<file path="src/rtl/compute_clock_enable_ctrl_if.sv">
// Control bundle between the run controller and the compute clock enable block.
// Carries the request/stall inputs and registered status/enable outputs; no backpressure.
interface compute_clock_enable_ctrl_if #(
  parameter int COUNT_WIDTH = 32,
  parameter int STALL_SRCS  = 2
);
  logic                   locked;
  logic                   start;
  logic [COUNT_WIDTH-1:0] run_cycles;
  logic [STALL_SRCS-1:0]  stall_req;
  logic                   abort;
  logic                   compute_clock_en;
  logic                   busy;
  logic                   stalled;
  logic                   done;
  logic [COUNT_WIDTH-1:0] cycles_run;

  modport master (
    output locked, start, run_cycles, stall_req, abort,
    input  compute_clock_en, busy, stalled, done, cycles_run
  );

  modport slave (
    input  locked, start, run_cycles, stall_req, abort,
    output compute_clock_en, busy, stalled, done, cycles_run
  );
endinterface

</file>
<file path="src/rtl/compute_clock_enable_ctrl.sv">
// Runs the compute clock for exactly run_cycles enabled cycles, gating it while stalled or unlocked.
// Enable is registered and rises 1 cycle after start; start while busy is dropped, no backpressure.
module compute_clock_enable_ctrl #(
  parameter int COUNT_WIDTH  = 32,
  parameter int STALL_SRCS   = 2,
  parameter int RESUME_DELAY = 2
) (
  input  logic                        clock,
  input  logic                        reset,
  compute_clock_enable_ctrl_if.slave  ctrl
);

  localparam int RCW = (RESUME_DELAY > 1) ? $clog2(RESUME_DELAY) : 1;
  localparam logic [RCW-1:0] RESUME_LOAD = RCW'(RESUME_DELAY - 1);

  localparam logic [2:0] IDLE   = 3'd0;
  localparam logic [2:0] RUN    = 3'd1;
  localparam logic [2:0] STALL  = 3'd2;
  localparam logic [2:0] RESUME = 3'd3;
  localparam logic [2:0] DONE   = 3'd4;

  logic [2:0]             state;
  logic [2:0]             state_nxt;
  logic [COUNT_WIDTH-1:0] target;
  logic [COUNT_WIDTH-1:0] target_nxt;
  logic [COUNT_WIDTH-1:0] cycles_run_q;
  logic [RCW-1:0]         resume_cnt;
  logic [RCW-1:0]         resume_nxt;
  logic                   clear_cnt;
  logic                   en_q;
  logic                   busy_q;
  logic                   stalled_q;
  logic                   done_q;
  logic                   gate_req;
  logic                   last_cycle;

  assign gate_req   = (|ctrl.stall_req) || !ctrl.locked;
  assign last_cycle = (cycles_run_q == (target - COUNT_WIDTH'(1)));

  always_comb begin
    state_nxt  = state;
    target_nxt = target;
    resume_nxt = resume_cnt;
    clear_cnt  = 1'b0;
    case (state)
      IDLE: begin
        if (ctrl.start && ctrl.locked) begin
          target_nxt = ctrl.run_cycles;
          clear_cnt  = 1'b1;
          state_nxt  = (ctrl.run_cycles == '0) ? DONE : RUN;
        end
      end
      RUN: begin
        // completion outranks a stall arriving on the final enabled cycle
        if (ctrl.abort) begin
          state_nxt = IDLE;
        end else if (last_cycle) begin
          state_nxt = DONE;
        end else if (gate_req) begin
          state_nxt = STALL;
        end
      end
      STALL: begin
        if (ctrl.abort) begin
          state_nxt = IDLE;
        end else if (!gate_req) begin
          resume_nxt = RESUME_LOAD;
          state_nxt  = RESUME;
        end
      end
      RESUME: begin
        if (ctrl.abort) begin
          state_nxt = IDLE;
        end else if (gate_req) begin
          state_nxt = STALL;
        end else if (resume_cnt == '0) begin
          state_nxt = RUN;
        end else begin
          resume_nxt = resume_cnt - RCW'(1);
        end
      end
      DONE: begin
        state_nxt = IDLE;
      end
      default: begin
        state_nxt = IDLE;
      end
    endcase
  end

  // outputs are decoded from the next state so they line up with the state register
  always_ff @(posedge clock or posedge reset) begin
    if (reset) begin
      state        <= IDLE;
      target       <= '0;
      resume_cnt   <= '0;
      cycles_run_q <= '0;
      en_q         <= 1'b0;
      busy_q       <= 1'b0;
      stalled_q    <= 1'b0;
      done_q       <= 1'b0;
    end else begin
      state      <= state_nxt;
      target     <= target_nxt;
      resume_cnt <= resume_nxt;
      en_q       <= (state_nxt == RUN);
      busy_q     <= (state_nxt != IDLE);
      stalled_q  <= (state_nxt == STALL) || (state_nxt == RESUME);
      done_q     <= (state_nxt == DONE);
      if (clear_cnt) begin
        cycles_run_q <= '0;
      end else if (en_q) begin
        cycles_run_q <= cycles_run_q + COUNT_WIDTH'(1);
      end
    end
  end

  assign ctrl.compute_clock_en = en_q;
  assign ctrl.busy             = busy_q;
  assign ctrl.stalled          = stalled_q;
  assign ctrl.done             = done_q;
  assign ctrl.cycles_run       = cycles_run_q;

endmodule

</file>
<file path="src/flat_wrapper.sv">
// flat-port wrapper written by rule: the top's interface ports become plain ports
module compute_clock_enable_ctrl_flat 
#(
  parameter int COUNT_WIDTH  = 32,
  parameter int STALL_SRCS   = 2,
  parameter int RESUME_DELAY = 2
)
  (clock, reset, ctrl_locked, ctrl_start, ctrl_run_cycles, ctrl_stall_req, ctrl_abort, ctrl_compute_clock_en, ctrl_busy, ctrl_stalled, ctrl_done, ctrl_cycles_run);
  compute_clock_enable_ctrl_if #(.COUNT_WIDTH(COUNT_WIDTH), .STALL_SRCS(STALL_SRCS)) ctrl_i ();
  input  logic clock;
  input  logic reset;
  input wire logic [$bits(ctrl_i.locked)-1:0] ctrl_locked;
  input wire logic [$bits(ctrl_i.start)-1:0] ctrl_start;
  input wire logic [$bits(ctrl_i.run_cycles)-1:0] ctrl_run_cycles;
  input wire logic [$bits(ctrl_i.stall_req)-1:0] ctrl_stall_req;
  input wire logic [$bits(ctrl_i.abort)-1:0] ctrl_abort;
  output wire logic [$bits(ctrl_i.compute_clock_en)-1:0] ctrl_compute_clock_en;
  output wire logic [$bits(ctrl_i.busy)-1:0] ctrl_busy;
  output wire logic [$bits(ctrl_i.stalled)-1:0] ctrl_stalled;
  output wire logic [$bits(ctrl_i.done)-1:0] ctrl_done;
  output wire logic [$bits(ctrl_i.cycles_run)-1:0] ctrl_cycles_run;
  assign ctrl_i.locked = ctrl_locked;
  assign ctrl_i.start = ctrl_start;
  assign ctrl_i.run_cycles = ctrl_run_cycles;
  assign ctrl_i.stall_req = ctrl_stall_req;
  assign ctrl_i.abort = ctrl_abort;
  assign ctrl_compute_clock_en = ctrl_i.compute_clock_en;
  assign ctrl_busy = ctrl_i.busy;
  assign ctrl_stalled = ctrl_i.stalled;
  assign ctrl_done = ctrl_i.done;
  assign ctrl_cycles_run = ctrl_i.cycles_run;
  compute_clock_enable_ctrl #(.COUNT_WIDTH(COUNT_WIDTH), .STALL_SRCS(STALL_SRCS), .RESUME_DELAY(RESUME_DELAY)) u_core (.clock(clock), .reset(reset), .ctrl(ctrl_i));
endmodule
</file>
<file path="config.mk">
export PLATFORM = sky130hd
export DESIGN_NAME = compute_clock_enable_ctrl_flat
export DESIGN_NICKNAME = d
export VERILOG_FILES = /design/src/rtl/compute_clock_enable_ctrl_if.sv /design/src/rtl/compute_clock_enable_ctrl.sv /design/src/flat_wrapper.sv
export SDC_FILE = /design/constraint.sdc
export NUM_CORES = 1
export LEC_CHECK = 0
export CAP_MARGIN = 30
export CORE_UTILIZATION = 32
export CTS_CLUSTER_DIAMETER = 30
export DETAILED_ROUTE_END_ITERATION = 7
export GPL_TIMING_DRIVEN = 0
export PLACE_DENSITY = 0.66
export SLEW_MARGIN = 40
export SYNTH_ARGS = -nofsm -noshare
export SYNTH_HDL_FRONTEND = slang
export SYNTH_SLANG_ARGS = --single-unit
</file>
<file path="constraint.sdc">
create_clock -name clock -period 3.2 [get_ports clock]
set_clock_uncertainty 0.1 [all_clocks]
set_input_delay 0.64 -clock clock [delete_from_list [all_inputs] [get_ports clock]]
set_output_delay 0.64 -clock clock [all_outputs]
set_load 0.1 [all_outputs]
</file>
==> run metrics, run 1 <==
Critical Path RT 3.33 ns; hold wc startpoint u_core.resume_cnt; Tot GR Track Use 0.178; Final Cell Area 0.00554 sq mm; first-pass GRT wire length 18300 um; via count 3733; CTS Hold Buffers Added 0; commonest cells after routing, fill and taps aside dfrtp_1 (66), nor2_1 (52), clkdlybuf4s50_1 (38); Main synth FF type dfrtp_1; post-place instance area 0.00505 sq mm; worst hold path depth 2; sequential share of the synthesized area 0.425; run status finished, violations left; Finished Layout Cells 716; die width 117 um; post-DP HPWL 8790 um; FFs w/ async S/R, synth 1.00; fin. max-slew vios 0; # setup viols final 4; Syn Area/Cell 9.54 sq um; RSZ-0062 raised after global routing yes; Worst setup SP type flip-flop; relative max-transition margin 0.589; Via density 5.21; GP Congestion 0.872; wire length per cell 16.0 um; Post-Route WL 11500 um; Yosys cell types 51; reg2reg end u_core.ctrl.compute_clock_en; antenna fix cells 0; crit end category flip-flop; worst setup path class flip-flop to flip-flop; worst slew pin tran 0.617 ns; H-tree depth 3; largest net degree at the start of global routing 49; Post-synth EDFFs 0; CTS sink cnt 72; area delta synth->final 30.9%; filler instances 1212; DR DRC count 0; Power Density 565 mW/mm^2; flop-to-flop setup slack -0.05 ns; Hold Path Class flip-flop to flip-flop; worst skew pair latency 0.34 ns; I/O Pins 75; die height 117 um; setup TNS -0.0912 ns; Final ANT Viol Nets 0; Final Hold Fails 0; initial DRC count 200; Max VDD drop 228 uV; nets 580; share of layout cells above drive strength 1 0.233; CTS tree done; Synth Instances 444; RR Startpoint u_core.target[3]; Yosys warnings 0; CTS clk-pin slew, worst paths 0.06 ns; core area 0.0128 sq mm; leakage 2.26 nW; Die ar. 0.0137 sq mm; PnR worst setup slack -0.0471 ns; CTS root buffer clkbuf_16; # Max-Cap Violations 0; Cells after DPL 691; DRT Pass-1 Iters 4; vias in the first global route 3750; Inserted Clock Buffers 9; min Tclk post-route 3.25 ns; Worst Path Max Fanout 9; Post-Synthesis Cell Area 0.00424 sq mm; antenna violations before repair 0; CP arrival 3.37 ns; Pwr Total 0.00313 W; period utilization 1.01; Starting Density 0.332; IO Port Bufs 74; leading cell type in the layout, fill and taps excluded dfrtp_1; Worst Reg2Reg Path Length in Cells 10; clk buf depth 2; gr ovfl total 0; Mapped Nets 485; hold worst-path end u_core.resume_cnt; hold_ws 0.402 ns; FP Rows 41; Max Fclk 308 MHz; failing checks negative setup slack; synthesized flop and latch total 72
## final cells by class
cell class / count / area, sq um / share of cell area
Inverter: 15 / 61.3 / 0.0111
Clock inverter: 6 / 70.1 / 0.0126
Tap cell: 172 / 215 / 0.0388
Multi-Input combinational cell: 344 / 2450 / 0.442
Clock buffer: 10 / 229 / 0.0413
Sequential cell: 72 / 1810 / 0.326
Timing Repair Buffer: 84 / 656 / 0.118
Buffer: 13 / 53.8 / 0.00971
## synth_stat cells (2+ instances only)
cell type / instances / area share
a211oi_1: 4 / 0.0071
a21o_1: 3 / 0.0053
a21oi_1: 11 / 0.013
a31oi_1: 5 / 0.0074
and3_1: 5 / 0.0074
and4_1: 5 / 0.010
buf_1: 2 / 0.0018
clkbuf_1: 10 / 0.0089
dfrtp_1: 72 / 0.43
ha_1: 2 / 0.0059
inv_1: 15 / 0.013
mux2_2: 30 / 0.080
mux2i_1: 3 / 0.0071
nand2_1: 32 / 0.028
nand2b_1: 3 / 0.0044
nand3_1: 15 / 0.018
nand3b_1: 4 / 0.0071
nand4_1: 11 / 0.016
nand4b_1: 2 / 0.0041
nor2_1: 52 / 0.046
nor2b_1: 2 / 0.0030
nor3_1: 16 / 0.019
nor3b_1: 2 / 0.0035
nor4_1: 19 / 0.028
nor4b_1: 2 / 0.0041
o211ai_1: 2 / 0.0035
o21a_1: 2 / 0.0035
o21ai_0: 14 / 0.017
o31ai_1: 2 / 0.0035
o41ai_1: 2 / 0.0041
or3_1: 13 / 0.019
or4_1: 3 / 0.0053
or4_4: 2 / 0.0053
xnor2_1: 28 / 0.058
xor2_1: 33 / 0.068
## worst max path at each step
stage	start	endpoint	slack, ns	depth (start not counted)
CTS	u_core.target[19]	u_core.ctrl.compute_clock_en	-0.02	9
detailed placement	u_core.target[2]	u_core.ctrl.compute_clock_en	-0.39	9
global placement	reset	u_core.ctrl.cycles_run[18]	-0.79	2
finish	u_core.target[3]	u_core.ctrl.compute_clock_en	-0.05	10
global route	u_core.target[16]	u_core.state[0]	-0.16	11
floorplan	u_core.target[20]	u_core.ctrl.compute_clock_en	-0.02	9
## per-stage QoR
stage	setup WS (ns)	utilization
2_1_floorplan	-0.0163	-
3_3_place_gp	-0.789	0.407
3_5_place_dp	-0.394	0.395
4_1_cts	-0.0206	0.427
5_1_grt	-0.164	0.434
6_report	-0.0471	0.434
## logic make-up after synthesis
logic type,after synthesis,synth area share
muxes,33,0.0869
AOI/OAI and AO/OA,54,0.0886
buffers and inverters,28,0.0251
adders and majority gates,2,0.00591
xor gates and xnor gates,61,0.126
and+or+nand+nor,194,0.242
DFF,72,0.425
## report_power, final
group,internal (W),switching [W]
Clock,0.000606,0.000388
Combinational,0.000369,0.000531
Sequential,0.00104,0.000194
## repair_timing
action                                  CTS  global route
gates cloned                              0             0
endpoints found under the setup margin    6             9
gates resized for setup                  14            12
pin swaps                                 6             5
buffers inserted                          6             3
## per-layer routing
layer / track usage / routed length, um / vias up / share of wire
met4: 0.0844 / 320 / 0 / 0.028
met2: 0.310 / 5760 / 89 / 0.50
met5: 0 / 0 / - / 0
li1: - / - / 1793 / -
met1: 0.212 / 4980 / 1831 / 0.43
met3: 0.0319 / 425 / 20 / 0.037
## registers in the layout (all words and copies together) (netlist names)
register / cells
u_core.ctrl.cycles_run: 32
u_core.target: 32
u_core.state: 3
u_core.ctrl.busy: 1
u_core.ctrl.compute_clock_en: 1
u_core.ctrl.done: 1
u_core.ctrl.stalled: 1
u_core.resume_cnt: 1
## critical path, stage by stage, from the launching register on
cell and delay (ns):
dfrtp_1 0.46, nor4_4 0.43, nand2_2 0.23, o41ai_2 0.33, nand4_1 0.17, nor4_2 0.36, nand4_1 0.24, buf_4 0.20
nor4_2 0.32, nor2_1 0.11, o21ba_4 0.20
Power figures use the tool's default switching activity.
==> inputs of run 2 (changes only) <==
--- a/config.mk
+++ b/config.mk
@@ -10,6 +10,7 @@
 export CTS_CLUSTER_DIAMETER = 30
 export DETAILED_ROUTE_END_ITERATION = 7
 export GPL_TIMING_DRIVEN = 0
+export MAX_ROUTING_LAYER = met4
 export PLACE_DENSITY = 0.66
 export SLEW_MARGIN = 40
 export SYNTH_ARGS = -nofsm -noshare
==> run 2 against run 1 <==
Compared with the run above:
- the run now ends clean
- combinational power decreased by 1%
- critical path depth is 1 lower
- sequential power hardly changed
- clock-buffer cell count decreased by 1
- first-iteration DRC count down 4.0%
==> run metrics, run 2 (synthesis results as in run 1) <==
leading cell type in the layout, fill and taps excluded dfrtp_1 (unchanged); clock power share 0.353 (was 0.317); period utilization 0.996 (was 1.01); H-tree depth 3 (unchanged); CTS root buffer clkbuf_16 (unchanged); # Max-Cap Violations 0 (unchanged); filler instances 1174 (was 1212); die height 117 um (unchanged); Die ar. 0.0137 sq mm (unchanged); gr ovfl total 0 (unchanged); Hold Path Class flip-flop to flip-flop (unchanged); Post-Route WL 12000 um (was 11500 um); I/O Pins 75 (unchanged); worst setup path class flip-flop to flip-flop (unchanged); nets 581 (was 580); largest net degree at the start of global routing 49 (unchanged); Final ANT Viol Nets 0 (unchanged); DR DRC count 0 (unchanged); Final Cell Area 0.00562 sq mm (was 0.00554 sq mm); via count 3813 (was 3733); crit end category flip-flop (unchanged); relative max-transition margin 0.590 (was 0.589); initial DRC count 192 (was 200); Worst setup SP type flip-flop (unchanged); clk buf depth 2 (unchanged); final core utilization 0.440 (was 0.434); antenna violations before repair 0 (unchanged); # setup viols final 0 (was 4); Power Density 590 mW/mm^2 (was 565 mW/mm^2); Max VDD drop 238 uV (was 228 uV); worst skew pair latency 0.33 ns (was 0.34 ns); wire length per cell 16.8 um (was 16.0 um); Worst Path Max Fanout 5 (was 9); Max Fclk 314 MHz (was 308 MHz); Reg power frac 0.378 (was 0.395); CTS tree done (unchanged); min Tclk post-route 3.19 ns (was 3.25 ns); Pwr Total 0.00332 W (was 0.00313 W); RSZ-0062 raised after global routing yes (unchanged); post-DP HPWL 8820 um (was 8790 um); Via density 5.32 (was 5.21); Starting Density 0.332 (unchanged); cell-internal power 0.00218 W (was 0.00202 W); run status finished, final reports clean (was finished, violations left); IO Port Bufs 74 (unchanged); share of layout cells above drive strength 1 0.242 (was 0.233); Inserted Clock Buffers 9 (unchanged); commonest cells after routing, fill and taps aside dfrtp_1 (67), nor2_1 (51), clkdlybuf4s50_1 (38) (was dfrtp_1 (66), nor2_1 (52), clkdlybuf4s50_1 (38)); Setup WS pre-CTS -0.404 ns (was -0.394 ns); leakage 2.32 nW (was 2.26 nW); FP Rows 41 (unchanged); GP Congestion 0.881 (was 0.872); CTS sink cnt 72 (unchanged); CP arrival 3.36 ns (was 3.37 ns); core area 0.0128 sq mm (unchanged); worst slew pin tran 0.615 ns (was 0.617 ns); switching pwr 0.00114 W (was 0.00111 W); post-place instance area 0.00505 sq mm (unchanged); Switching Share 0.344 (was 0.356); fin. max-slew vios 0 (unchanged); Critical Path RT 3.37 ns (was 3.33 ns); CTS clk-pin slew, worst paths 0.06 ns (about the same); logic gate share of total power 0.269 (was 0.288); PnR worst setup slack 0.0137 ns (was -0.0471 ns); vias in the first global route 3838 (was 3750); Tot GR Track Use 0.189 (was 0.178); first-pass GRT wire length 18900 um (was 18300 um); Final Hold Fails 0 (unchanged); die width 117 um (unchanged); antenna fix cells 0 (unchanged); DRT Pass-1 Iters 4 (unchanged); area delta synth->final 32.7% (was 30.9%)
-- run 2: timing repair --
| item | CTS | global route |
|---|---|---|
| pin swaps | 6 | 4 |
| buffers inserted | 5 | 7 |
| hold buffers | 0 | 0 |
| endpoints found under the setup margin | 6 | 11 |
| resized for setup | 14 | 14 |
-- run 2: area by class of cell --
class                      instances  area (sq um)  area share
buffer                            11          46.3     0.00824
tap                              172           215      0.0383
clock buffer                       9           225      0.0401
sequential                        72          1810       0.322
multi-input combinational        344          2450       0.436
clock inverter                     7           120      0.0214
inverter                          15          61.3      0.0109
timing repair buffer              87           691       0.123
-- run 2: routing by layer --
metal,track usage,up-vias,part of all wire
li1,-,1791,-
met1,0.215,1894,0.42
met2,0.328,108,0.51
met3,0.0407,20,0.054
met4,0.0641,0,0.018
met5,-,-,0
-- run 2: worst max-delay path, stage by stage, from the launching register on --
cell and delay [ns]:
dfrtp_2 0.42, or4_4 0.57, or4_4 0.44, or4_4 0.53, xnor2_2 0.16, a211oi_2 0.20, o22ai_2 0.12, o41ai_4 0.27
nand2_2 0.08, o21ba_1 0.24
-- run 2: through the flow --
stage               instances  TNS (ns)  hold WS [ns]
floorplan                 444   -0.0163         0.350
global route              717    -0.145         0.438
finish                    717         0         0.403
CTS                       712  -0.00235         0.396
global placement          690    -58.05         0.365
detailed placement        691     -2.24         0.382
-- run 2: worst paths after layout --
kind | startpoint | to | slack (ns) | cells past startpoint
min in group asynchronous | reset | u_core.ctrl.compute_clock_en | 0.53 | 2
setup / recovery | u_core.target[19] | u_core.ctrl.compute_clock_en | 0.01 | 9
max in group asynchronous | reset | u_core.target[20] | 1.93 | 3
hold / removal | u_core.resume_cnt | u_core.resume_cnt | 0.40 | 2
setup reg to reg | u_core.target[19] | u_core.ctrl.compute_clock_en | 0.01 | 9
hold reg to reg | u_core.resume_cnt | u_core.resume_cnt | 0.40 | 2
-- run 2: power by group through the flow --
stage               registers [W]  logic [W]  clock network, W
detailed placement        0.00124   0.000821                 0
CTS                       0.00123   0.000871           0.00118
floorplan                 0.00134   0.000474                 0
finish                    0.00126   0.000891           0.00117
global placement          0.00124   0.000814                 0
global route              0.00128   0.000960           0.00122
==> inputs of run 3 (changes only) <==
--- a/config.mk
+++ b/config.mk
@@ -6,13 +6,15 @@
 export NUM_CORES = 1
 export LEC_CHECK = 0
 export CAP_MARGIN = 30
-export CORE_UTILIZATION = 32
+export CELL_PAD_IN_SITES_DETAIL_PLACEMENT = 0
+export CELL_PAD_IN_SITES_GLOBAL_PLACEMENT = 2
+export CORE_UTILIZATION = 30
 export CTS_CLUSTER_DIAMETER = 30
 export DETAILED_ROUTE_END_ITERATION = 7
 export GPL_TIMING_DRIVEN = 0
 export MAX_ROUTING_LAYER = met4
-export PLACE_DENSITY = 0.66
-export SLEW_MARGIN = 40
+export PLACE_DENSITY = 0.88
+export SLEW_MARGIN = 20
 export SYNTH_ARGS = -nofsm -noshare
 export SYNTH_HDL_FRONTEND = slang
 export SYNTH_SLANG_ARGS = --single-unit
==> run 3 against run 2 <==
Compared with the run above:
- critical path depth stayed put
- power is 2.4% lower
- highest routed layer unchanged
- the flow now finishes with violations (negative setup slack)
- non-clock buffer count is 3 lower
- cell area is 1.8% higher
==> run metrics, run 3 (synthesis results as in run 1) <==
Starting Density 0.306 (was 0.332); Final Hold Fails 0 (unchanged); min Tclk post-route 3.23 ns (was 3.19 ns); CTS clk-pin slew, worst paths 0.06 ns (about the same); Max VDD drop 284 uV (was 238 uV); FP Rows 43 (was 41); first-pass GRT wire length 19300 um (was 18900 um); vias in the first global route 3761 (was 3838); CP arrival 3.41 ns (was 3.36 ns); DR DRC count 0 (unchanged); Die ar. 0.0146 sq mm (was 0.0137 sq mm); worst slew pin tran 0.985 ns (was 0.615 ns); Critical Path RT 3.38 ns (was 3.37 ns); wl on met1 5190 um (was 5040 um); largest net degree at the start of global routing 52 (was 49); Final Cell Area 0.00572 sq mm (was 0.00562 sq mm); CTS tree done (unchanged); antenna violations before repair 0 (unchanged); relative max-transition margin 0.341 (was 0.590); CTS root buffer clkbuf_16 (unchanged); logic gate share of total power 0.276 (was 0.269); leading cell type in the layout, fill and taps excluded clkdlybuf4s50_1 (was dfrtp_1); share of layout cells above drive strength 1 0.157 (was 0.242); Inserted Clock Buffers 9 (unchanged); DRT Pass-1 Iters 4 (unchanged); max layer used met4 (unchanged); Worst Reg2Reg Path Length in Cells 9 (unchanged); die height 121 um (was 117 um); core area 0.0138 sq mm (was 0.0128 sq mm); WL met3 544 um (was 647 um); Worst Path Max Fanout 4 (was 5); critical path depth in cells 9 (unchanged); period utilization 1.01 (was 0.996); Worst path slowest cell or4_4 (unchanged); wire length per cell 16.4 um (was 16.8 um); Reg power frac 0.382 (was 0.378); CTS sink cnt 72 (unchanged); antenna fix cells 0 (unchanged); Hold Path Class flip-flop to flip-flop (unchanged); Power Density 566 mW/mm^2 (was 590 mW/mm^2); GP Congestion 0.823 (was 0.881); flop-to-flop setup slack -0.03 ns (was 0.01 ns); CP peak stage delay 0.56 ns (was 0.57 ns); switching pwr 0.00111 W (was 0.00114 W); nets 578 (was 581); capture point of the worst path u_core.ctrl.compute_clock_en (unchanged); I/O Pins 75 (unchanged); worst skew pair latency 0.34 ns (was 0.33 ns); run status finished, violations left (was finished, final reports clean); Via density 5.12 (was 5.32); fin. max-slew vios 0 (unchanged); die width 121 um (was 117 um); hold_ws 0.391 ns (was 0.403 ns); Worst Setup SP u_core.target[19] (unchanged); worst setup path class flip-flop to flip-flop (unchanged); Bufs and invs on worst path 0 (unchanged); # Max-Cap Violations 0 (unchanged); IO Port Bufs 74 (unchanged); CP dominant cell by count or4_4 (unchanged); Worst setup SP type flip-flop (unchanged); via count 3697 (was 3813); failing checks negative setup slack; RSZ-0062 raised after global routing yes (unchanged); CP Cell Sequence or4_4 -> or4_4 -> or4_4 -> xnor2_1 -> a211oi_2 -> o22ai_2 -> o41ai_4 -> nand2_2 -> o21ba_1 (was or4_4 -> or4_4 -> or4_4 -> xnor2_2 -> a211oi_2 -> o22ai_2 -> o41ai_4 -> nand2_2 -> o21ba_1); Max Fclk 309 MHz (was 314 MHz); setup TNS -0.0329 ns (was 0 ns); CTS Hold Buffers Added 0 (unchanged); Pwr Total 0.00324 W (was 0.00332 W); area delta synth->final 35.1% (was 32.7%); clk buf depth 2 (unchanged); # setup viols final 1 (was 0); RR Startpoint u_core.target[19] (unchanged); Post-Route WL 11800 um (was 12000 um); Switching Share 0.344 (about the same); post-place instance area 0.00524 sq mm (was 0.00505 sq mm); WL met2 5930 um (was 6120 um); reg2reg end u_core.ctrl.compute_clock_en (unchanged); commonest cells after routing, fill and taps aside clkdlybuf4s50_1 (74), dfrtp_1 (69), nor2_1 (52) (was dfrtp_1 (67), nor2_1 (51), clkdlybuf4s50_1 (38)); cell-internal power 0.00212 W (was 0.00218 W); clock power share 0.342 (was 0.353); gr ovfl total 0 (unchanged); post-DP HPWL 9010 um (was 8820 um); Crit path max-delay family simple AND/OR/NAND/NOR gates (unchanged); Tot GR Track Use 0.179 (was 0.189); crit end category flip-flop (unchanged); Final ANT Viol Nets 0 (unchanged); PnR worst setup slack -0.0329 ns (was 0.0137 ns); leakage 2.19 nW (was 2.32 nW); H-tree depth 3 (unchanged); initial DRC count 104 (was 192)
[run 3: power by group through the flow]
stage | combinational (W) | clock (W) | sequential, W
floorplan | 0.000474 | 0 | 0.00134
global placement | 0.000821 | 0 | 0.00124
detailed placement | 0.000842 | 0 | 0.00125
CTS | 0.000884 | 0.00114 | 0.00123
global route | 0.000978 | 0.00117 | 0.00126
finish | 0.000893 | 0.00111 | 0.00123
[run 3: cell type report]
class | count | area [sq um]
Fill cell | 1347 | 8110
Multi-Input combinational cell | 344 | 2430
Timing Repair Buffer | 82 | 821
Sequential cell | 72 | 1810
Clock buffer | 10 | 239
Inverter | 15 | 58.8
Buffer | 13 | 51.3
Tap cell | 180 | 225
Clock inverter | 6 | 91.3
[run 3: what timing repair did]
item / 4_1_cts / 5_1_grt
buffers inserted: 3 / 4
setup endpoints to repair: 11 / 10
resized for setup: 15 / 6
pin swaps: 6 / 5
[run 3: layer usage]
layer / GRT usage / vias up
met1: 0.211 / 1823
met2: 0.293 / 76
met4: 0.0610 / 0
met3: 0.0505 / 12
li1: - / 1786
met5: - / -
[run 3: worst min path at each step]
stage | from | end | slack, ns | cells past startpoint
floorplan | u_core.resume_cnt | u_core.resume_cnt | 0.35 | 2
detailed placement | u_core.resume_cnt | u_core.resume_cnt | 0.38 | 2
finish | u_core.resume_cnt | u_core.resume_cnt | 0.39 | 2
global placement | u_core.resume_cnt | u_core.resume_cnt | 0.37 | 2
global route | u_core.resume_cnt | u_core.resume_cnt | 0.45 | 2
CTS | u_core.resume_cnt | u_core.resume_cnt | 0.39 | 2
[run 3: through the flow]
stage	instances	setup slack [ns]	util
2_1_floorplan	444	-0.0163	-
5_1_grt	722	-0.134	0.414
4_1_cts	718	-0.0361	0.410
6_report	722	-0.0329	0.414
3_5_place_dp	699	-0.508	0.379
3_3_place_gp	698	-0.916	0.376
[run 3: worst min-delay path: stages, from the launching register on]
cell	delay, ns
dfrtp_1	0.35
nand2_1	0.05
o21ai_0	0.06
